===== config.mk =====
export PLATFORM = sky130hd
export DESIGN_NAME = if_fetch_unit
export DESIGN_NICKNAME = d
export VERILOG_FILES = /design/src/rtl/if_fetch_unit.sv
export SDC_FILE = /design/constraint.sdc
export NUM_CORES = 1
export LEC_CHECK = 0
export ABC_CLOCK_PERIOD_IN_PS = 2000
export CAP_MARGIN = 40
export CELL_PAD_IN_SITES_DETAIL_PLACEMENT = 1
export CELL_PAD_IN_SITES_GLOBAL_PLACEMENT = 2
export CORE_MARGIN = 2
export CORE_UTILIZATION = 26
export DETAILED_ROUTE_END_ITERATION = 10
export GPL_ROUTABILITY_DRIVEN = 1
export GPL_TIMING_DRIVEN = 1
export PLACE_DENSITY = 0.79
export SLEW_MARGIN = 20
export SYNTH_ARGS = -nofsm -noshare
export SYNTH_HDL_FRONTEND = slang
export SYNTH_SLANG_ARGS = --single-unit

===== constraint.sdc =====
create_clock -name clk -period 2 [get_ports clk]
set_input_delay 0.2 -clock clk [delete_from_list [all_inputs] [get_ports clk]]
set_output_delay 0.2 -clock clk [all_outputs]
set_load 0.05 [all_outputs]

===== src/rtl/if_fetch_unit.sv =====
// Instruction-fetch stage: one PC register, a one-word hold buffer and a pending-redirect slot.
// Optional macro IF_ADEL_CHECK_EN adds an instruction address-error check on the fetch PC.
module if_fetch_unit (
  input  logic        clk,
  input  logic        reset,
  input  logic        en,
  input  logic        redirect,
  input  logic [31:0] redirect_pc,
  output logic        im_req,
  output logic [31:0] im_addr,
  input  logic        im_ready,
  input  logic [31:0] im_rdata,
  output logic [31:0] F_pc,
  output logic [31:0] F_instr,
  output logic        F_valid,
  output logic        F_exc_adel
);

  typedef enum logic {
    FETCH = 1'b0,
    HOLD  = 1'b1
  } state_e;

  localparam logic [31:0] RESET_PC = 32'h0000_3000;

  state_e      state_q, state_d;
  logic [31:0] pc_q, pc_d;
  logic [31:0] buf_q, buf_d;
  logic        pend_valid_q, pend_valid_d;
  logic [31:0] pend_pc_q, pend_pc_d;
  logic        adel_s;
  logic        advance_s;
  logic [31:0] pc_next_s;

`ifdef IF_ADEL_CHECK_EN
  function automatic logic adel_f(input logic [31:0] addr);
    return (addr[1:0] != 2'b00) || (addr < 32'h0000_3000) || (addr > 32'h0000_6FFC);
  endfunction

  assign adel_s = adel_f(pc_q);
`else
  assign adel_s = 1'b0;
`endif

  assign im_addr   = {pc_q[31:2], 2'b00};
  assign F_pc      = pc_q;
  assign advance_s = F_valid && en;

  // Presentation outputs; forced quiet while reset is held low.
  always_comb begin
    im_req     = 1'b0;
    F_valid    = 1'b0;
    F_instr    = im_rdata;
    F_exc_adel = 1'b0;
    if (!reset) begin
      F_instr = 32'd0;
    end else begin
      case (state_q)
        FETCH: begin
          if (adel_s) begin
            F_valid    = 1'b1;
            F_instr    = 32'd0;
            F_exc_adel = 1'b1;
          end else begin
            im_req  = 1'b1;
            F_valid = im_ready;
            F_instr = im_rdata;
          end
        end
        HOLD: begin
          F_valid = 1'b1;
          F_instr = buf_q;
        end
        default: begin
          F_instr = 32'd0;
        end
      endcase
    end
  end

  // Redirect wins over a parked redirect, which wins over sequential fetch.
  always_comb begin
    pc_next_s = pc_q + 32'd4;
    if (redirect) begin
      pc_next_s = redirect_pc;
    end else if (pend_valid_q) begin
      pc_next_s = pend_pc_q;
    end else begin
      pc_next_s = pc_q + 32'd4;
    end
  end

  // Next-state: advance, capture into the hold buffer, or park a redirect.
  always_comb begin
    state_d      = state_q;
    pc_d         = pc_q;
    buf_d        = buf_q;
    pend_valid_d = pend_valid_q;
    pend_pc_d    = pend_pc_q;
    if (advance_s) begin
      state_d      = FETCH;
      pc_d         = pc_next_s;
      pend_valid_d = 1'b0;
    end else begin
      case (state_q)
        FETCH: begin
          if (im_ready && !adel_s) begin
            buf_d   = im_rdata;
            state_d = HOLD;
          end else begin
            state_d = FETCH;
          end
        end
        HOLD: begin
          state_d = HOLD;
        end
        default: begin
          state_d = FETCH;
        end
      endcase
      if (redirect) begin
        pend_valid_d = 1'b1;
        pend_pc_d    = redirect_pc;
      end else begin
        pend_valid_d = pend_valid_q;
      end
    end
  end

  // State registers.
  always_ff @(posedge clk or negedge reset) begin
    if (!reset) begin
      state_q      <= FETCH;
      pc_q         <= RESET_PC;
      buf_q        <= 32'd0;
      pend_valid_q <= 1'b0;
      pend_pc_q    <= 32'd0;
    end else begin
      state_q      <= state_d;
      pc_q         <= pc_d;
      buf_q        <= buf_d;
      pend_valid_q <= pend_valid_d;
      pend_pc_q    <= pend_pc_d;
    end
  end

endmodule


### Word-level counts from Yosys, hierarchy flattened

Cells that the tools add are included.

| word-level totals | value |
|---|---|
| bits in registers | 98 |
| input bits | 69 |
| output and inout port bits | 99 |
| logic and storage cells | 25 |

| cells by class | value |
|---|---|
| add/subtract/negate cells | 1 |
| multiplexer cells | 13 |
| bitwise operators | 2 |
| reduce and logical (&&, ||, !) cells | 4 |

Operators with widths:

| operator | number |
|---|---|
| two-way mux 32 bit | 3 |
| case mux 32 bit (2 select lines) | 1 |
| adder 32 x 3 -> 32 bit (second input constant) | 1 |
| two-way mux 1 bit | 7 |
| case mux 1 bit (2 select lines) | 2 |
| AND reduction 3 bit | 1 |
| NOT 1 bit | 2 |
| AND reduction 2 bit | 1 |
| nonzero test 2 bit | 1 |
| logical AND 1 bit | 1 |

### Depth between registers and ports, before layout

Gate-level depths: netlist of run 1.

| logic depth | value |
|---|---|
| word-level depth | 6 |
| gate-level depth with buffers | 7 |
| mapped depth without buffers | 6 |

### Worst setup path after synthesis of run 1

Ideal clock, no wire load.

| path | value |
|---|---|
| kind | register -> register |
| start point | reg pc_q[2], in the netlist F_pc[2] |
| end point | reg pc_q[26], in the netlist F_pc[26] |
| library setup time | 0.070 ns |
| arrival | 2.216 ns |
| slack | -0.286 ns |
| cell stages (with the launch flop) | 7 |
| buffers on the path | 0 |
| clock period less this slack | 2.286 ns |
| cell sequence | dfrtp_1 -> ha_1 -> nand3_1 -> nor3_1 -> nand4_1 -> or4_1 -> nand3_1 |

| on the way | value |
|---|---|
| word-level cells in the longest chain between the ends | 3 |

RTL lines:

| item | RTL line | source |
|---|---|---|
| from (decl) | 27 | `logic [31:0] pc_q, pc_d;` |
| from (signal assigned) | 140 | `pc_q <= pc_d;` |
| adder 32 x 3 -> 32 bit | 89 | `pc_next_s = pc_q + 32'd4;` |
| two-way mux 32 bit | 86 | `end else if (pend_valid_q) begin` |
| two-way mux 32 bit | 84 | `if (redirect) begin` |

No other way between the ends.
A chain may end at the register's enable or synchronous reset.

### Worst setup path after layout of run 1

| path | value |
|---|---|
| start point | reg pc_q[9], in the netlist F_pc[9] |
| end point | out F_pc[9] |

RTL lines:

| item | RTL line | source |
|---|---|---|
| to (decl) | 13 | `output logic [31:0] F_pc,` |

No word-level cell between the ends.

==> run metrics, run 1 <==
status complete, no violations; syn avg cell area 10.43 um2; register area share after synthesis 0.4466; worst vdd ir 0.4064 mV; TritonCTS clock tree done; cells along the critical path buf_4, clkdlybuf4s50_1; P per Cell Area 1042 nW/um2; slowest CP cell clkdlybuf4s50_1; area leader, netlist dfrtp_1; Fin Clk Skew 0.01159 ns; Reg clk slew, reported paths 0.07 ns; fin crit share 0.9780; Post-Syn Instances 527; Synth area leaders dfrtp_1 (44%), mux2_2 (13%), mux2i_1 (6.4%), buf_4 (4.5%), nor2b_1 (4.1%); Worst Setup End Kind primary output; H-tree depth 3; Worst Path Required 1.80 ns; CORE AREA 20890 um2; Slew HR 0.6192; RSZ-0062 raised after global routing yes; min-delay worst type in2async; crit start category flop; total of max-cap violations 0; final setup vio count 0; die footprint 22320 um2; Port Buffers 164; Sinks on Clock Net 98; Worst Setup SP F_pc[9]$_DFFE_PN0P_; dpl ws 0.0008349 ns; worst setup margin 0.04398 ns; synthesized area 5497 um2; GR Layer Usage met2 0.2954; CP arrival 1.76 ns; Final Total Pwr 8.609 mW; share of the synthesized area in the top cell type 0.4371; worst path bufs/invs 2; Ys Warns 0; Most Crowded Layer GR met2; number of synthesized flops with an enable pin 0; vias in the first global route 5152; largest net degree at the start of global routing 57; Post-synth top flop dfrtp_1; via/cell ratio 4.940; delay-heaviest family, CP buffers and inverters; vias after detailed routing 4737; Tightest Pin Transition 0.5694 ns; Die Wd 149.4 um; number of placed I/O pins 168; grt ovf 0; Yosys reg bits 98; area grow syn2layout 50.38%; Initial Utilization 0.2631; routed len/inst 18.88 um; library cells used by synthesis 56; Die Y-Extent 149.4 um; initial antenna violation count 2; first drt pass iteration count 4; Root Buffer clkbuf_16; WS Path Type reg2out; FMAX 511.2 MHz; nets 748; Static Leak 3.473 nW; Remaining DRCs 0; num rows 53; Max Root-Sink Buffers 2; met1 Usage GRT 0.1936; TritonCTS Buffers 9; CP peak stage delay 0.80 ns; GRT Total Usage 0.1638; r2r startpoint F_pc[7]$_DFFE_PN0P_; Final Critical Period 1.956 ns; Total Routed Length 18.10 mm; Iteration-0 DRC Markers 171; asr flop ratio synth 1.000; Hold Vio Cnt, Final 0; Clock Latency Late Sink 0.36 ns; first-pass GRT wire length 28.50 mm; DP Wirelength 13.50 mm; Max Slew Vio Count 0; Worst Path Max Fanout 5; Placer Congestion 0.8381; share of layout cells above drive strength 1 0.3016; GR Util met3 0.03456; Routed Antenna Nets 0
path summary, 6_finish.rpt:
check	end	slack [ns]	cells past startpoint
hold / removal	state_q$_DFF_PN0_	0.21	2
min in group clk	buf_q[21]$_DFFE_PN0P_	0.48	2
max in group asynchronous	F_pc[12]$_DFFE_PN1P_	0.82	4
setup / recovery	F_pc[9]	0.04	2
hold reg to reg	buf_q[10]$_DFFE_PN0P_	0.51	1
setup reg to reg	F_pc[22]$_DFFE_PN0P_	0.12	6
worst reg2reg max path: stages (launching register included):
cell and delay (ns):
dfrtp_2 0.36, buf_4 0.13, nand4_1 0.30, nor2_1 0.33, nand3_1 0.19, o41a_1 0.34
o211ai_1 0.15
registers in the layout (all words and copies together), names as in the netlist:
signal,flops
state_q,1
pend_pc_q,32
F_pc,32
pend_valid_q,1
buf_q,32
synth_stat cells, types with 2 or more instances:
library cell and number:
mux2_2 64, or4_1 2, and4_1 2, and3_1 4, a31oi_1 6, o211ai_1 3
o41a_1 2, dfstp_2 2, clkbuf_1 20, o22ai_1 6, inv_1 7, o21a_1 2
a21oi_1 18, a22o_1 4, o21ai_0 38, nor4_1 2, or2_2 2, buf_1 5
mux2i_1 35, a22oi_1 15, nand4_1 8, or3_1 2, buf_4 33, o2bb2ai_1 2
a222oi_1 2, o21ai_1 2, nor3_1 3, nor2b_1 36, o31ai_1 2, nand3_1 15
buf_2 8, nand2_1 22, a221oi_1 6, nor2_1 27, o31a_1 4, dfrtp_1 96
routing by layer:
metal | wire, um | share of wire
met1 | 7057 | 0.39
met5 | 13 | 0.00072
met2 | 9803 | 0.54
met4 | 375 | 0.021
met3 | 853 | 0.047
layout by cell type (no fill, tap or decap), drive strengths merged, types with 3 or more instances in the layout:
cell type      count
conb               3
o22ai              6
nand2             22
and3               4
a21oi             18
clkbuf             9
inv                9
o211ai             4
nor4               3
dlymetal6s2s       5
nor2              28
and4               3
buf               79
nor2b             36
mux2              64
o21ai             40
a22oi             15
a221oi             6
clkdlybuf4s50    120
nand3             15
a22o               4
clkinv             3
dfrtp             96
nand4              9
o31a               5
mux2i             35
a31oi              6
nor3               3
power by group:
part	switching (mW)	internal, mW	leakage, nW
clock	0.835	1.11	0.160
combinational	2.29	1.57	2.16
sequential	0.393	2.41	1.15
cell families (layout without fill, tap and decap cells):
group / after synthesis / in the layout / share of synthesized area
buf+inv: 74 / 228 / 0.07626
mux: 99 / 99 / 0.1949
flops: 98 / 98 / 0.4466
simple gates: 135 / 135 / 0.1373
compound gates: 119 / 119 / 0.1420
other cells: 1 / 4 / 0.0006822
fa+ha+maj: 1 / 1 / 0.002276
through the flow:
stage	hold WS, ns	utilization	cell area, um2	setup TNS [ns]	instances
floorplan	-0.09559	-	5580	-0.01343	529
global placement	0.03063	0.3756	7846	0	939
detailed placement	0.03354	0.3769	7874	0	940
CTS	0.2103	0.3933	8215	0	957
global route	0.2283	0.3956	8263	-0.1066	958
finish	0.2144	0.3957	8265	0	959
what timing repair did:
item,CTS,global route
buffers inserted,0,1
hold buffers,1,0
hold endpoints to repair,30,0
pin swaps,0,3
gates resized for setup,1,9
setup endpoints to repair,1,17
area by class of cell:
cell class / instances / area [um2]
diodes: 1 / 2.502
clock buffers: 9 / 225.2
clock inverters: 7 / 100.1
fillers: 2277 / 12620
inverters: 7 / 26.28
multi-input cells: 357 / 2728
flip-flops and latches: 98 / 2477
well taps: 275 / 344.1
repair buffers: 205 / 2362
No activity file was read; power rests on OpenSTA's default activity.
==> inputs of run 2 (changes only) <==
--- a/config.mk
+++ b/config.mk
@@ -5,16 +5,17 @@
 export SDC_FILE = /design/constraint.sdc
 export NUM_CORES = 1
 export LEC_CHECK = 0
+export ABC_AREA = 1
 export ABC_CLOCK_PERIOD_IN_PS = 2000
 export CAP_MARGIN = 40
 export CELL_PAD_IN_SITES_DETAIL_PLACEMENT = 1
 export CELL_PAD_IN_SITES_GLOBAL_PLACEMENT = 2
 export CORE_MARGIN = 2
-export CORE_UTILIZATION = 26
+export CORE_UTILIZATION = 24
 export DETAILED_ROUTE_END_ITERATION = 10
 export GPL_ROUTABILITY_DRIVEN = 1
 export GPL_TIMING_DRIVEN = 1
-export PLACE_DENSITY = 0.79
+export PLACE_DENSITY = 0.8
 export SLEW_MARGIN = 20
 export SYNTH_ARGS = -nofsm -noshare
 export SYNTH_HDL_FRONTEND = slang
==> run 2 against run 1 <==
  * Combinational power fell by 11%
  * Register-to-register slack better by 0.19 ns
  * First-iteration DRC count is 26% higher
  * Via count rose by 13%
  * Maximum frequency hardly changed
  * Sequential cell count did not move
  * Sequential power fell by 4%
  * Die area up 13%
  * Clock power shrank 14%
  * Global-route usage fell by 1.1 points
  * Critical path type unchanged
  * Largest cell class unchanged
==> run metrics, run 2 <==
nets 950 (+27%); final setup vio count 0 (unchanged); Worst Path Required 1.80 ns (about the same); Flop pwr share 0.347 (+0.021); Total Routed Length 18.73 mm (+3.5%); most numerous cell in the Yosys netlist nand2_1; initial antenna violation count 0 (-2); Die Y-Extent 158.6 um (+6.1%); number of placed I/O pins 168 (unchanged); delay-heaviest family, CP buffers and inverters; TritonCTS Buffers 9 (unchanged); Setup Fix Bufs, Post-CTS 0 (unchanged); GRT Total Usage 0.1528 (-0.01103); Yosys reg bits 98 (unchanged); status complete, no violations; most frequent cells in the layout nand2_1 (163), clkdlybuf4s50_1 (126), o21ai_0 (103), dfrtp_1 (96), inv_1 (88); multiplexer share of the synthesized area 0.02946 (-0.1654); library cells used by synthesis 35 (-38%); share of the synthesized area in the top cell type 0.4190 (-0.01803); Worst Setup End Kind primary output; crit start category flop; Synth Area in Simple Gates 0.2169 (+0.07967); Fin Clk Skew 0.01822 ns (+0.006631 ns); Sinks on Clock Net 98 (unchanged); Placer Congestion 0.7422 (-11%); Ys Warns 0 (unchanged); switching share of power 0.4219 (+0.01356); Synth Area in XOR/XNOR 0.003055 (+0.003055); area grow syn2layout 44.39%; RSZ-0062 raised after global routing no; Clock Latency Late Sink 0.36 ns (about the same); Reg clk slew, reported paths 0.07 ns (about the same); cells along the critical path clkdlybuf4s50_1; Initial Utilization 0.2442 (-0.01889); worst setup margin 0.04527 ns (+0.001288 ns); Commonest cells post-synth nand2_1 (163), o21ai_0 (103), dfrtp_1 (96); Setup TNS Final 0 ns (unchanged); total of max-cap violations 0 (unchanged); Worst Reg-to-Reg Cells 8 (+2); combinational share of power 0.440 (-0.008); slowest CP cell clkdlybuf4s50_1; Max Root-Sink Buffers 2 (unchanged); Iteration-0 DRC Markers 215 (+26%); compound-gate portion of the synthesized area 0.1818 (+0.03975); Static Leak 3.743 nW (+7.8%); vias in the first global route 5573 (+8.2%); fillcell total 2789 (+22%); ant diodes 0 (-1); r2r setup slk 0.31 ns (+0.19 ns); Remaining DRCs 0 (unchanged); Final Critical Period 1.955 ns (-0.001288 ns); first drt pass iteration count 4 (unchanged); vias after detailed routing 5367 (+13%); Worst Path Max Fanout 6 (+1); via/cell ratio 4.461 (-9.7%); Root Buffer clkbuf_16; number of synthesized flops with an enable pin 0 (unchanged); min-delay worst type in2async; share of layout cells above drive strength 1 0.1414 (-0.1602); P per Cell Area 944.0 nW/um2 (-9.4%); first-pass GRT wire length 29.80 mm (+4.6%); WS Path Type reg2out; reg2reg end buf_q[25]$_DFFE_PN0P_; synthesized area 5733 um2 (+4.3%); fin crit share 0.9774 (about the same); largest net degree at the start of global routing 66 (+16%); FMAX 511.6 MHz (about the same); Routed Antenna Nets 0 (unchanged); Synth area leaders dfrtp_1 (42%), nand2_1 (11%), o21ai_0 (9.0%), inv_1 (5.8%), buf_4 (4.6%); grt ovf 0 (unchanged); H-tree depth 3 (unchanged); Min Hold Slack 0.01778 ns (-0.1967 ns); num rows 56 (+5.7%); worst vdd ir 0.3176 mV (-22%); CORE AREA 23470 um2 (+12%); Inst Count DP 1183 (+26%); routed len/inst 15.57 um (-18%); final non-filler cell total 1203 (+25%); Hold Vio Cnt, Final 0 (unchanged); area leader, netlist dfrtp_1; die footprint 25140 um2 (+13%); dpl ws 0.1185 ns (+0.1177 ns); Max Slew Vio Count 0 (unchanged); Post-synth top flop dfrtp_1; TritonCTS clock tree done; Slew HR 0.6544 (+0.03521); DP Wirelength 13.69 mm (+1.4%); CP arrival 1.75 ns (about the same); sw power 3.297 mW (-6.2%); Port Buffers 164 (unchanged); main combinational cell family by area after synthesis simple AND/OR/NAND/NOR gates; Clk pwr share 0.213 (-0.013); worst path bufs/invs 1 (-1); register area share after synthesis 0.4282 (-0.01842); CP peak stage delay 0.82 ns (+0.02 ns); Die Wd 158.6 um (+6.1%); most common cell after layout, fill and taps aside nand2_1; syn avg cell area 7.716 um2 (-26%); Tightest Pin Transition 0.5167 ns (-0.05265 ns); Synth Area in Adders 0.002182 (-0.00009390); r2r startpoint state_q$_DFF_PN0_; internal cell power 4.518 mW (-11%); asr flop ratio synth 1.000 (unchanged); Post-Syn Instances 743 (+41%)
==> run 2: cell count changes after synthesis, sizes merged, moves of 30 or more <==
cell,delta
inv,+85
o21ai,+66
nand2,+150
nor2b,-36
mux2i,-35
mux2,-49
a21oi,+30
==> run 2: stage by stage <==
stage               cell area, um2  power [mW]  utilization
detailed placement            7918       6.188       0.3373
finish                        8278       7.815       0.3527
global placement              7918       6.129       0.3373
global route                  8278       8.297       0.3527
CTS                           8230       7.927       0.3506
floorplan                     5741       4.899            -
==> run 2: cells by family (layout without fill, tap and decap cells) <==
family	after synthesis	in the layout
AO/OA/AOI/OAI	187	187
XOR/XNOR	2	2
adder cells (fa/ha/maj)	1	1
buffers and inverters	161	300
flip-flops	98	98
multiplexers	15	15
other	1	3
AND/OR/NAND/NOR	278	278
==> run 2: what timing repair did <==
item,CTS,global route
endpoints found under the setup margin,0,8
hold buffers,4,0
gates resized for setup,0,7
endpoints found under the hold margin,6,0
==> run 2: how the worst max path moves through the flow <==
stage	from	endpoint	slack (ns)	cells past startpoint
after global placement	im_ready	pend_pc_q[3]$_DFFE_PN0P_	0.14	7
after global routing	F_pc[18]$_DFFE_PN0P_	im_addr[18]	0.0001	1
after CTS	F_pc[13]$_DFFE_PN1P_	F_pc[13]	0.006	1
after floorplan	state_q$_DFF_PN0_	F_instr[23]	0.10	5
final	F_pc[12]$_DFFE_PN1P_	im_addr[12]	0.05	1
after detailed placement	im_ready	pend_pc_q[29]$_DFFE_PN0P_	0.12	7
==> run 2: routing by layer <==
metal | up-vias | global-route usage | wire, um
li1 | 2649 | - | -
met1 | 2586 | 0.1926 | 8373
met2 | 126 | 0.2597 | 9122
met3 | 6 | 0.04491 | 1128
met4 | 0 | 0.03089 | 107
met5 | - | 0 | 0
==> run 2: cell type report <==
| type | count | area [um2] | share of cell area |
|---|---|---|---|
| sequential | 98 | 2455 | 0.2966 |
| tap | 319 | 399.1 | 0.04822 |
| timing repair buffer | 193 | 2295 | 0.2772 |
| clock buffer | 11 | 242.7 | 0.02932 |
| clock inverter | 4 | 30.03 | 0.003628 |
| inverter | 92 | 345.3 | 0.04172 |
| multi-input combinational | 486 | 2511 | 0.3034 |
==> run 2: worst reg2reg max path, stage by stage, from the launching register on <==
cell and delay, ns:
dfrtp_1 0.41, inv_2 0.13, nand2_1 0.10, nand3_2 0.09, buf_12 0.18, nand3_2 0.25, buf_12 0.26, nand2_1 0.09
o21ai_0 0.07
==> run 2: power groups by stage <==
stage	Combinational [mW]	Clock, mW	Sequential [mW]
6_report	3.44	1.66	2.71
4_1_cts	3.46	1.75	2.72
5_1_grt	3.69	1.83	2.78
3_3_place_gp	3.40	0	2.73
3_5_place_dp	3.44	0	2.75
2_1_floorplan	1.81	0	3.09
